<file path="config.mk">
export PLATFORM = sky130hd
export DESIGN_NAME = regfile_wide_flat
export DESIGN_NICKNAME = d
export VERILOG_FILES = /design/src/rtl/regfile_wide_pkg.sv /design/src/rtl/regfile_wide_if.sv /design/src/rtl/regfile_sp.sv /design/src/rtl/regfile_wide.sv /design/src/flat_wrapper.sv
export SDC_FILE = /design/constraint.sdc
export NUM_CORES = 1
export LEC_CHECK = 0
export CORE_MARGIN = 4
export CORE_UTILIZATION = 40
export CTS_BUF_LIST = sky130_fd_sc_hd__clkbuf_8
export DETAILED_ROUTE_END_ITERATION = 10
export GPL_TIMING_DRIVEN = 0
export HOLD_SLACK_MARGIN = 0.02
export PLACE_DENSITY = 0.63
export SLEW_MARGIN = 10
export SYNTH_ARGS = -nofsm -noshare
export SYNTH_HDL_FRONTEND = slang
export SYNTH_SLANG_ARGS = --single-unit
</file>
<file path="constraint.sdc">
create_clock -name clk -period 2.5 [get_ports clk]
set_input_delay 0.25 -clock clk [delete_from_list [all_inputs] [get_ports clk]]
set_output_delay 0.25 -clock clk [all_outputs]
set_load 0.005 [all_outputs]
</file>
<file path="src/rtl/regfile_wide_pkg.sv">
// Shared selectors, CPU-stats fields and stack helpers for the 65C2402 register file.
package regfile_wide_pkg;

   localparam int unsigned SEL_Z = 0;
   localparam int unsigned SEL_X = 1;
   localparam int unsigned SEL_Y = 2;
   localparam int unsigned SEL_A = 3;

   localparam logic       AB24 = 1'b1;
   localparam logic [2:0] R08  = 3'b001;

   localparam logic [15:0] SP_RST_DEF = 16'hFFFF;

   typedef enum logic [1:0] {
      SP_HOLD,
      SP_TXS,
      SP_PUSH,
      SP_PULL
   } sp_op_e;

   // A byte count of 0 means a single byte.
   function automatic logic [1:0] stk_dec(input logic [1:0] n);
      return (n == 2'd0) ? 2'd1 : n;
   endfunction

endpackage

</file>
<file path="src/rtl/regfile_wide_if.sv">
// Control-FSM side bundle of the register file: register ports, stack control, stats load.
interface regfile_wide_if #(
   parameter int unsigned DW   = 8,
   parameter int unsigned NREG = 4,
   parameter int unsigned SW   = 8
);
   localparam int unsigned AW = $clog2(NREG);

   logic          reg_we;
   logic [AW-1:0] reg_src;
   logic [AW-1:0] reg_idx;
   logic [AW-1:0] reg_dst;
   logic [DW-1:0] dst;
   logic [DW-1:0] src;
   logic [DW-1:0] idx;
   logic [SW-1:0] S;
   logic          txs;
   logic          push;
   logic          pull;
   logic [1:0]    stk_n;
   logic          wrap;
   logic          wrap_clr;
   logic          stats_ld;
   logic [DW-1:0] stats_val;

   modport master (
      output reg_we, reg_src, reg_idx, reg_dst, dst,
      output txs, push, pull, stk_n, wrap_clr, stats_ld, stats_val,
      input  src, idx, S, wrap
   );

   modport slave (
      input  reg_we, reg_src, reg_idx, reg_dst, dst,
      input  txs, push, pull, stk_n, wrap_clr, stats_ld, stats_val,
      output src, idx, S, wrap
   );
endinterface

</file>
<file path="src/rtl/regfile_sp.sv">
// Stack pointer: txs/push/pull priority, byte-count decode and sticky wrap flag.
module regfile_sp
   import regfile_wide_pkg::*;
#(
   parameter int unsigned   SW     = 8,
   parameter logic [SW-1:0] SP_RST = SP_RST_DEF[SW-1:0]
) (
   input  logic          clk,
   input  logic          rst_n,
   input  logic          txs,
   input  logic          push,
   input  logic          pull,
   input  logic [1:0]    stk_n,
   input  logic [SW-1:0] txs_val,
   input  logic          wrap_clr,
   output logic [SW-1:0] S,
   output logic          wrap
);
   sp_op_e        op;
   logic [SW-1:0] n;
   logic [SW:0]   dec;
   logic [SW:0]   inc;
   logic [SW-1:0] s_nxt;
   logic          wrap_set;

   always_comb begin
      op = SP_HOLD;
      if (txs)       op = SP_TXS;
      else if (push) op = SP_PUSH;
      else if (pull) op = SP_PULL;
   end

   // One guard bit each way: borrow on push, carry on pull.
   assign n   = {{(SW-2){1'b0}}, stk_dec(stk_n)};
   assign dec = {1'b0, S} - {1'b0, n};
   assign inc = {1'b0, S} + {1'b0, n};

   always_comb begin
      s_nxt    = S;
      wrap_set = 1'b0;
      case (op)
         SP_TXS:  s_nxt = txs_val;
         SP_PUSH: begin
            s_nxt    = dec[SW-1:0];
            wrap_set = dec[SW];
         end
         SP_PULL: begin
            s_nxt    = inc[SW-1:0];
            wrap_set = inc[SW];
         end
         default: ;
      endcase
   end

   always_ff @(posedge clk or negedge rst_n) begin
      if (!rst_n) begin
         S    <= SP_RST;
         wrap <= 1'b0;
      end else begin
         S    <= s_nxt;
         wrap <= wrap_set | (wrap & ~wrap_clr);
      end
   end

endmodule

</file>
<file path="src/rtl/regfile_wide.sv">
// Parametrised register file for the 65C2402 core: general registers, two read ports,
// one write port with optional bypass, stats load into A, and the stack pointer.
module regfile_wide
   import regfile_wide_pkg::*;
#(
   parameter int unsigned   DW     = 8,
   parameter int unsigned   NREG   = 4,
   parameter int unsigned   SW     = 8,
   parameter logic [SW-1:0] SP_RST = SP_RST_DEF[SW-1:0],
   parameter bit            BYPASS = 1'b0,
   parameter int unsigned   A_SEL  = SEL_A
) (
   input logic           clk,
   input logic           rst_n,
   regfile_wide_if.slave bus
);
   localparam int unsigned   AW    = $clog2(NREG);
   localparam logic [AW-1:0] A_IDX = AW'(A_SEL);

   logic [DW-1:0] regs [NREG];
   logic [SW-1:0] txs_val;

   // stats_ld is applied last so it overrides a same-cycle write to A.
   always_ff @(posedge clk or negedge rst_n) begin
      if (!rst_n) begin
         regs <= '{default: '0};
      end else begin
         if (bus.reg_we)   regs[bus.reg_dst] <= bus.dst;
         if (bus.stats_ld) regs[A_IDX]       <= bus.stats_val;
      end
   end

   always_comb begin
      bus.src = regs[bus.reg_src];
      bus.idx = regs[bus.reg_idx];
      if (BYPASS && bus.reg_we) begin
         if (bus.reg_src == bus.reg_dst) bus.src = bus.dst;
         if (bus.reg_idx == bus.reg_dst) bus.idx = bus.dst;
      end
   end

   generate
      if (SW > DW) begin : g_txs_ext
         assign txs_val = {{(SW-DW){1'b0}}, bus.src};
      end else begin : g_txs_trunc
         assign txs_val = bus.src[SW-1:0];
      end
   endgenerate

   regfile_sp #(
      .SW     (SW),
      .SP_RST (SP_RST)
   ) u_sp (
      .clk      (clk),
      .rst_n    (rst_n),
      .txs      (bus.txs),
      .push     (bus.push),
      .pull     (bus.pull),
      .stk_n    (bus.stk_n),
      .txs_val  (txs_val),
      .wrap_clr (bus.wrap_clr),
      .S        (bus.S),
      .wrap     (bus.wrap)
   );

endmodule

</file>
<file path="src/flat_wrapper.sv">
// flat-port wrapper written by rule: the top's interface ports become plain ports
module regfile_wide_flat import regfile_wide_pkg::*;
#(
   parameter int unsigned   DW     = 8,
   parameter int unsigned   NREG   = 4,
   parameter int unsigned   SW     = 8,
   parameter logic [SW-1:0] SP_RST = SP_RST_DEF[SW-1:0],
   parameter bit            BYPASS = 1'b0,
   parameter int unsigned   A_SEL  = SEL_A
)
  (clk, rst_n, bus_reg_we, bus_reg_src, bus_reg_idx, bus_reg_dst, bus_dst, bus_txs, bus_push, bus_pull, bus_stk_n, bus_wrap_clr, bus_stats_ld, bus_stats_val, bus_src, bus_idx, bus_S, bus_wrap);
  regfile_wide_if #(.DW(DW), .NREG(NREG), .SW(SW)) bus_i ();
  input logic clk;
  input logic rst_n;
  input wire logic [$bits(bus_i.reg_we)-1:0] bus_reg_we;
  input wire logic [$bits(bus_i.reg_src)-1:0] bus_reg_src;
  input wire logic [$bits(bus_i.reg_idx)-1:0] bus_reg_idx;
  input wire logic [$bits(bus_i.reg_dst)-1:0] bus_reg_dst;
  input wire logic [$bits(bus_i.dst)-1:0] bus_dst;
  input wire logic [$bits(bus_i.txs)-1:0] bus_txs;
  input wire logic [$bits(bus_i.push)-1:0] bus_push;
  input wire logic [$bits(bus_i.pull)-1:0] bus_pull;
  input wire logic [$bits(bus_i.stk_n)-1:0] bus_stk_n;
  input wire logic [$bits(bus_i.wrap_clr)-1:0] bus_wrap_clr;
  input wire logic [$bits(bus_i.stats_ld)-1:0] bus_stats_ld;
  input wire logic [$bits(bus_i.stats_val)-1:0] bus_stats_val;
  output wire logic [$bits(bus_i.src)-1:0] bus_src;
  output wire logic [$bits(bus_i.idx)-1:0] bus_idx;
  output wire logic [$bits(bus_i.S)-1:0] bus_S;
  output wire logic [$bits(bus_i.wrap)-1:0] bus_wrap;
  assign bus_i.reg_we = bus_reg_we;
  assign bus_i.reg_src = bus_reg_src;
  assign bus_i.reg_idx = bus_reg_idx;
  assign bus_i.reg_dst = bus_reg_dst;
  assign bus_i.dst = bus_dst;
  assign bus_i.txs = bus_txs;
  assign bus_i.push = bus_push;
  assign bus_i.pull = bus_pull;
  assign bus_i.stk_n = bus_stk_n;
  assign bus_i.wrap_clr = bus_wrap_clr;
  assign bus_i.stats_ld = bus_stats_ld;
  assign bus_i.stats_val = bus_stats_val;
  assign bus_src = bus_i.src;
  assign bus_idx = bus_i.idx;
  assign bus_S = bus_i.S;
  assign bus_wrap = bus_i.wrap;
  regfile_wide #(.DW(DW), .NREG(NREG), .SW(SW), .SP_RST(SP_RST), .BYPASS(BYPASS), .A_SEL(A_SEL)) u_core (.clk(clk), .rst_n(rst_n), .bus(bus_i));
endmodule
</file>
### Word level (Yosys, flattened, before mapping)

Index checks and enable logic that the tools add are counted.

* add/subtract/negate cells: 2
* multipliers: 0
* divide/modulo/power cells: 0
* order comparisons: 4
* eq/ne operators: 3
* shifts and indexed selects: 0
* mux-type cells: 17
* bitwise gates (word level): 6
* reduce and logical (&&, ||, !) cells: 4

Operators with widths (count)
* 2-to-1 mux 8 bit: 7
* binary-select mux 8 bit (select 2 bit): 2
* bitwise mux 32 bit: 1
* case mux 8 bit (3 select lines): 1
* demux 8 bit (select 2 bit): 1
* adder 8 x 2 -> 9 bit: 1
* >= comparator 3 bit (second input constant): 3
* NOT 2 -> 3 bit: 3
* subtractor 8 x 2 -> 9 bit: 1
* 2-to-1 mux 2 bit: 4
* equality test 2 bit (second input constant): 2
* < comparator 3 x 1 -> 1 bit (second input constant): 1
* nonzero test 3 bit: 1
* equality test 2 x 1 -> 1 bit (second input constant): 1
* zero test 2 bit: 1
* case mux 1 bit (2 select lines): 1
* nonzero test 2 bit: 1
* bitwise AND 1 bit: 1
* logical AND 1 bit: 1
* NOT 1 bit: 1
* OR 1 bit: 1

* register bits: 41
* bits in latches: 0
* memory bits (writable): 0
* bits in read-only memories: 0
* logic and storage cells: 42
* memories kept: 0

### Logic depth before layout (Yosys ltp)

* word-level depth: 8
* gate-level depth with buffers: 8
* gate-level depth less buffers: 8

### Hierarchy

From an unflattened synthesis, not the netlist that was laid out.

* cell total of the unflattened synthesis: 202
* area, all modules: 2459.9 um^2

By module, submodules not included
* regfile_wide: instances 1, cells each 115, area an instance 1671.6 um^2, sequential area each 800.8 um^2
* regfile_sp: instances 1, cells each 87, area an instance 788.3 um^2, sequential area each 235.2 um^2

### Least setup slack after synthesis

Ideal clock, no wire load.

* path kind: register -> register
* from: register u_core.u_sp.S[0]
* to: register u_core.u_sp.wrap
* setup time: 66 ps
* data arrival time: 1874 ps
* path slack: 560 ps
* stages on the path, launching flop included: 7
* path buffers: 0
* period minus slack after synthesis: 1940 ps
* path through: dfstp_2 > ha_1 > inv_1 > fa_1 > or3b_1 > nor4_1 > a221o_1

* word-level cells in the longest chain between the ends: 3
* elaborated cells between the ends (all ways): 4
* classes of those cells: add/sub (2); mux (1); bitwise (1)

RTL lines
* from (decl): line regfile_sp.sv:16 `output logic [SW-1:0] S,`
* from (signal assigned): line regfile_sp.sv:60 `S <= s_nxt;`
* adder 8 x 2 -> 9 bit or subtractor 8 x 2 -> 9 bit (tied branches): line regfile_sp.sv:36, regfile_sp.sv:35
* case mux 1 bit (2 select lines) (*): line regfile_sp.sv:41 `case (op)`
* OR 1 bit (*): line regfile_sp.sv:61 `wrap <= wrap_set | (wrap & ~wrap_clr);`
* to (signal assigned): line regfile_sp.sv:61
* to (decl): line regfile_sp.sv:17 `output logic wrap`

Every way passes the cells marked *; elsewhere a longest branch is shown, timed or not.
A chain may end at the register's enable or synchronous reset.

### Worst setup path after layout

Ends and elaborated chain as after synthesis.

==> flow_summary_export.csv <==
group,metric,value,unit
final_layout,area.growth.synth_to_final,30.25,%
final_layout,layout.nets,295,
clocking,cts_post_setup_buffers_inserted,0,
clocking,ctsHoldBuffers,1,
outcome,status,"finished, final reports clean",
timing,rsz0062_at_grt,"no",
routing,vias_per_cell,5.586,
final_layout,mostFrequentLayoutCells,"51 x sky130_fd_sc_hd__clkdlybuf4s50_1, 33 x sky130_fd_sc_hd__dfrtp_1, 24 x sky130_fd_sc_hd__mux2_2, 16 x sky130_fd_sc_hd__mux4_2, 14 x sky130_fd_sc_hd__nand2_1",
timing,hold_viol,0,
global_route,initial_antenna_violation_count,0,
floorplanning,row_count,28,
routing,detail-route-antenna-nets,0,
clocking,clock_tree_from_tritoncts,"done",
final_layout,non_filler_cells_final,333,
final_layout,count_of_antenna_diodes_in_the_layout,0,
timing,report.final.setup_viol,0,
floorplanning,start_util,41.36,%
global_route,globalRoute.totalOverflow,0,
synthesis,syn_nets,234,
floorplanning,die_h,86.24,um
floorplanning,boundaryPins,57,
routing,first_iter_violations,69,
power,power.total,2.125,mW
clocking,cts_root_buf,"sky130_fd_sc_hd__clkbuf_8",
synthesis,syn_area_per_cell,12.49,um2
power,power.leakage,1.287,nW
global_route,grt_start_max_net_pins,36,
timing,max-slew-margin-rel,42.52,%
global_route,grt_usage,16.97,%
timing,final.min_clock_period,2.078,ns
synthesis,synthesis.area,2449,um2
run,maxCapViolations,0,
placement,detailed_place.area,3078,um2
placement,finalWeightedCongestion,0.7657,
worst_setup_path,crit_path_end_kind,"flop",
worst_setup_path,cp_data_arrival_time,2.31,ns
routing,wl_per_cell,17.53,um
clocking,insertion_delay,0.29,ns
final_layout,final_common_cell,"sky130_fd_sc_hd__clkdlybuf4s50_1",
synthesis,synth_enable_flop_cells,0,
timing,timing_worst_slew_pin_value,0.8584,ns
clocking,cts-resized-gates,0,
floorplanning,core,5921,um2
timing,fmax,481.2,MHz
clocking,clock-sinks,41,
placement,place_inst,324,
worst_setup_path,critical_path.endpoint,"u_core.u_sp.wrap",
clocking,clk_pin_slew,0.08,ns
worst_setup_path,path_max_fanout,4,
power,cellPowerDensity,666.2,nW/um2
clocking,cts_max_level,2,
worst_setup_path,start_kind,"flop",
worst_setup_path,worstReg2RegEnd,"u_core.u_sp.wrap",
synthesis,syn_inst,196,
hold_path,worstHoldPathType,"input pin to async pin",
worst_setup_path,timing.setup.critical_path_class,"flop to flop",
worst_setup_path,timing.reg2reg.setup_slack,0.42,ns
routing,detail_route.wirelength,5839,um
synthesis,yosysWarningCount,0,
synthesis,ys_seq_elements,41,
final_layout,finalInstanceArea,3189,um2
synthesis,synth-async-reset-ratio,100.0,%
worst_setup_path,setup.worst_path.start,"u_core.u_sp.S[0]",
timing,min_period_over_period,83.12,%
synthesis,synth.distinct_cells,47,
timing,timing.final.max_slew_violations,0,
floorplanning,chipWidth,86.24,um
timing,skew,0.003318,ns
worst_setup_path,critical_path_required,2.73,ns
worst_setup_path,r2r-start,"u_core.u_sp.S[0]",
clocking,tritoncts.num_buffers,5,
global_route,first_pass_grt_wire_length,9680,um
power,worst_case_vdd_ir_drop,0.2708,mV
placement,buffer_ports.inserted,52,
final_layout,share_of_layout_cells_above_drive_strength_1,25.97,%
synthesis,synth_sequential_area_ratio,42.31,%
routing,via_count,1860,
placement,detailedPlacementHpwl,4312,um
routing,drc,0,
timing,totalNegativeSetupSlack,0,ns
synthesis,synthFlopType,"sky130_fd_sc_hd__dfrtp_1",
global_route,first_global_vias,1893,
clocking,clock_path_buffers,2,
routing,drt_pass1_iterations,4,
worst_setup_path,reg2reg_depth,6,
floorplanning,design.die.area,7437,um2
==> synth_stat cells, types with 2 or more instances <==
library cell | n | area [um2]
sky130_fd_sc_hd__dfrtp_1 | 33 | 825.8
sky130_fd_sc_hd__mux2_2 | 24 | 270.3
sky130_fd_sc_hd__mux4_2 | 16 | 360.4
sky130_fd_sc_hd__nand2_1 | 14 | 52.55
sky130_fd_sc_hd__o21ai_0 | 9 | 45.04
sky130_fd_sc_hd__dfstp_2 | 8 | 210.2
sky130_fd_sc_hd__inv_1 | 8 | 30.03
sky130_fd_sc_hd__mux2i_1 | 8 | 80.08
sky130_fd_sc_hd__nor2_1 | 7 | 26.28
sky130_fd_sc_hd__clkbuf_1 | 5 | 18.77
sky130_fd_sc_hd__nand2b_1 | 5 | 31.28
sky130_fd_sc_hd__ha_1 | 4 | 50.05
sky130_fd_sc_hd__a21oi_1 | 3 | 15.01
sky130_fd_sc_hd__buf_6 | 3 | 33.78
sky130_fd_sc_hd__nand3_1 | 3 | 15.01
sky130_fd_sc_hd__nand4_1 | 3 | 18.77
sky130_fd_sc_hd__nor4_1 | 3 | 18.77
sky130_fd_sc_hd__o21ai_1 | 3 | 15.01
sky130_fd_sc_hd__a211oi_1 | 2 | 15.01
sky130_fd_sc_hd__buf_1 | 2 | 7.510
sky130_fd_sc_hd__fa_1 | 2 | 40.04
sky130_fd_sc_hd__nand3b_1 | 2 | 15.01
sky130_fd_sc_hd__nor2b_1 | 2 | 12.51
sky130_fd_sc_hd__or3_1 | 2 | 12.51
sky130_fd_sc_hd__xnor2_1 | 2 | 17.52
sky130_fd_sc_hd__xor2_1 | 2 | 17.52
==> final cells by class <==
| cell class | count | area (um2) |
|---|---|---|
| Multi-Input combinational cell | 136 | 1318 |
| Clock inverter | 1 | 5.005 |
| Buffer | 11 | 65.06 |
| Clock buffer | 7 | 96.34 |
| Inverter | 8 | 30.03 |
| Tap cell | 75 | 93.84 |
| Sequential cell | 41 | 1036 |
| Timing Repair Buffer | 54 | 545.5 |
| Fill cell | 546 | 2731 |
==> worst min-delay path by stage <==
| stage | endpoint | slack (ns) | cells after the start |
|---|---|---|---|
| after CTS | u_core.regs[12] | 0.33 | 2 |
| after detailed placement | u_core.regs[12] | 0.11 | 1 |
| after floorplan | u_core.regs[0] | -0.05 | 0 |
| after global placement | u_core.u_sp.wrap | 0.50 | 1 |
| final | u_core.regs[19] | 0.34 | 2 |
| after global routing | u_core.regs[19] | 0.36 | 2 |
==> per-stage QoR <==
stage / hold WS [ns] / setup slack (ns) / utilization (%)
finish: 0.3400 / 0.4220 / 53.87
detailed placement: 0.1052 / 0.1589 / 51.99
floorplan: -0.04559 / 0.5597 / -
global route: 0.3607 / 0.3446 / 53.87
CTS: 0.3277 / 0.4199 / 53.87
global placement: 0.5011 / 0.06660 / 51.73
==> critical path, cell delays in order, from the launching register on <==
cell and delay [ns]:
sky130_fd_sc_hd__dfstp_2 0.57, sky130_fd_sc_hd__ha_1 0.17, sky130_fd_sc_hd__inv_1 0.05, sky130_fd_sc_hd__fa_1 0.38, sky130_fd_sc_hd__or3b_1 0.44, sky130_fd_sc_hd__nor4_1 0.26
sky130_fd_sc_hd__a221o_1 0.14
==> kinds of logic (layout without fill, tap and decap cells) <==
kind of cell	count (synthesis)	in the layout	synth area share [%]
compound gates	26	26	7.563
xor+xnor	4	4	1.431
fa+ha+maj	6	6	3.679
buf+inv	19	81	3.883
flops	41	41	42.31
mux	48	48	29.02
simple gates	52	52	12.11
==> registers in the layout, indices dropped and copies added, names as in the netlist <==
register and flops:
u_core.u_sp.S 8, u_core.u_sp.wrap 1, u_core.regs 32
==> power by group <==
| part | internal (mW) | switching (mW) |
|---|---|---|
| combinational | 0.452 | 0.283 |
| clock | 0.250 | 0.223 |
| sequential | 0.809 | 0.108 |
==> routing by layer <==
layer,up-vias,global-route usage (%),part of all wire [%],routed length [um]
li1,853,-,-,-
met1,933,22.87,43,2515
met2,69,28.10,49,2847
met3,5,4.183,7.5,437
met4,0,3.399,0.67,39
met5,-,0,0,0
(Power assumes the default switching activity.)
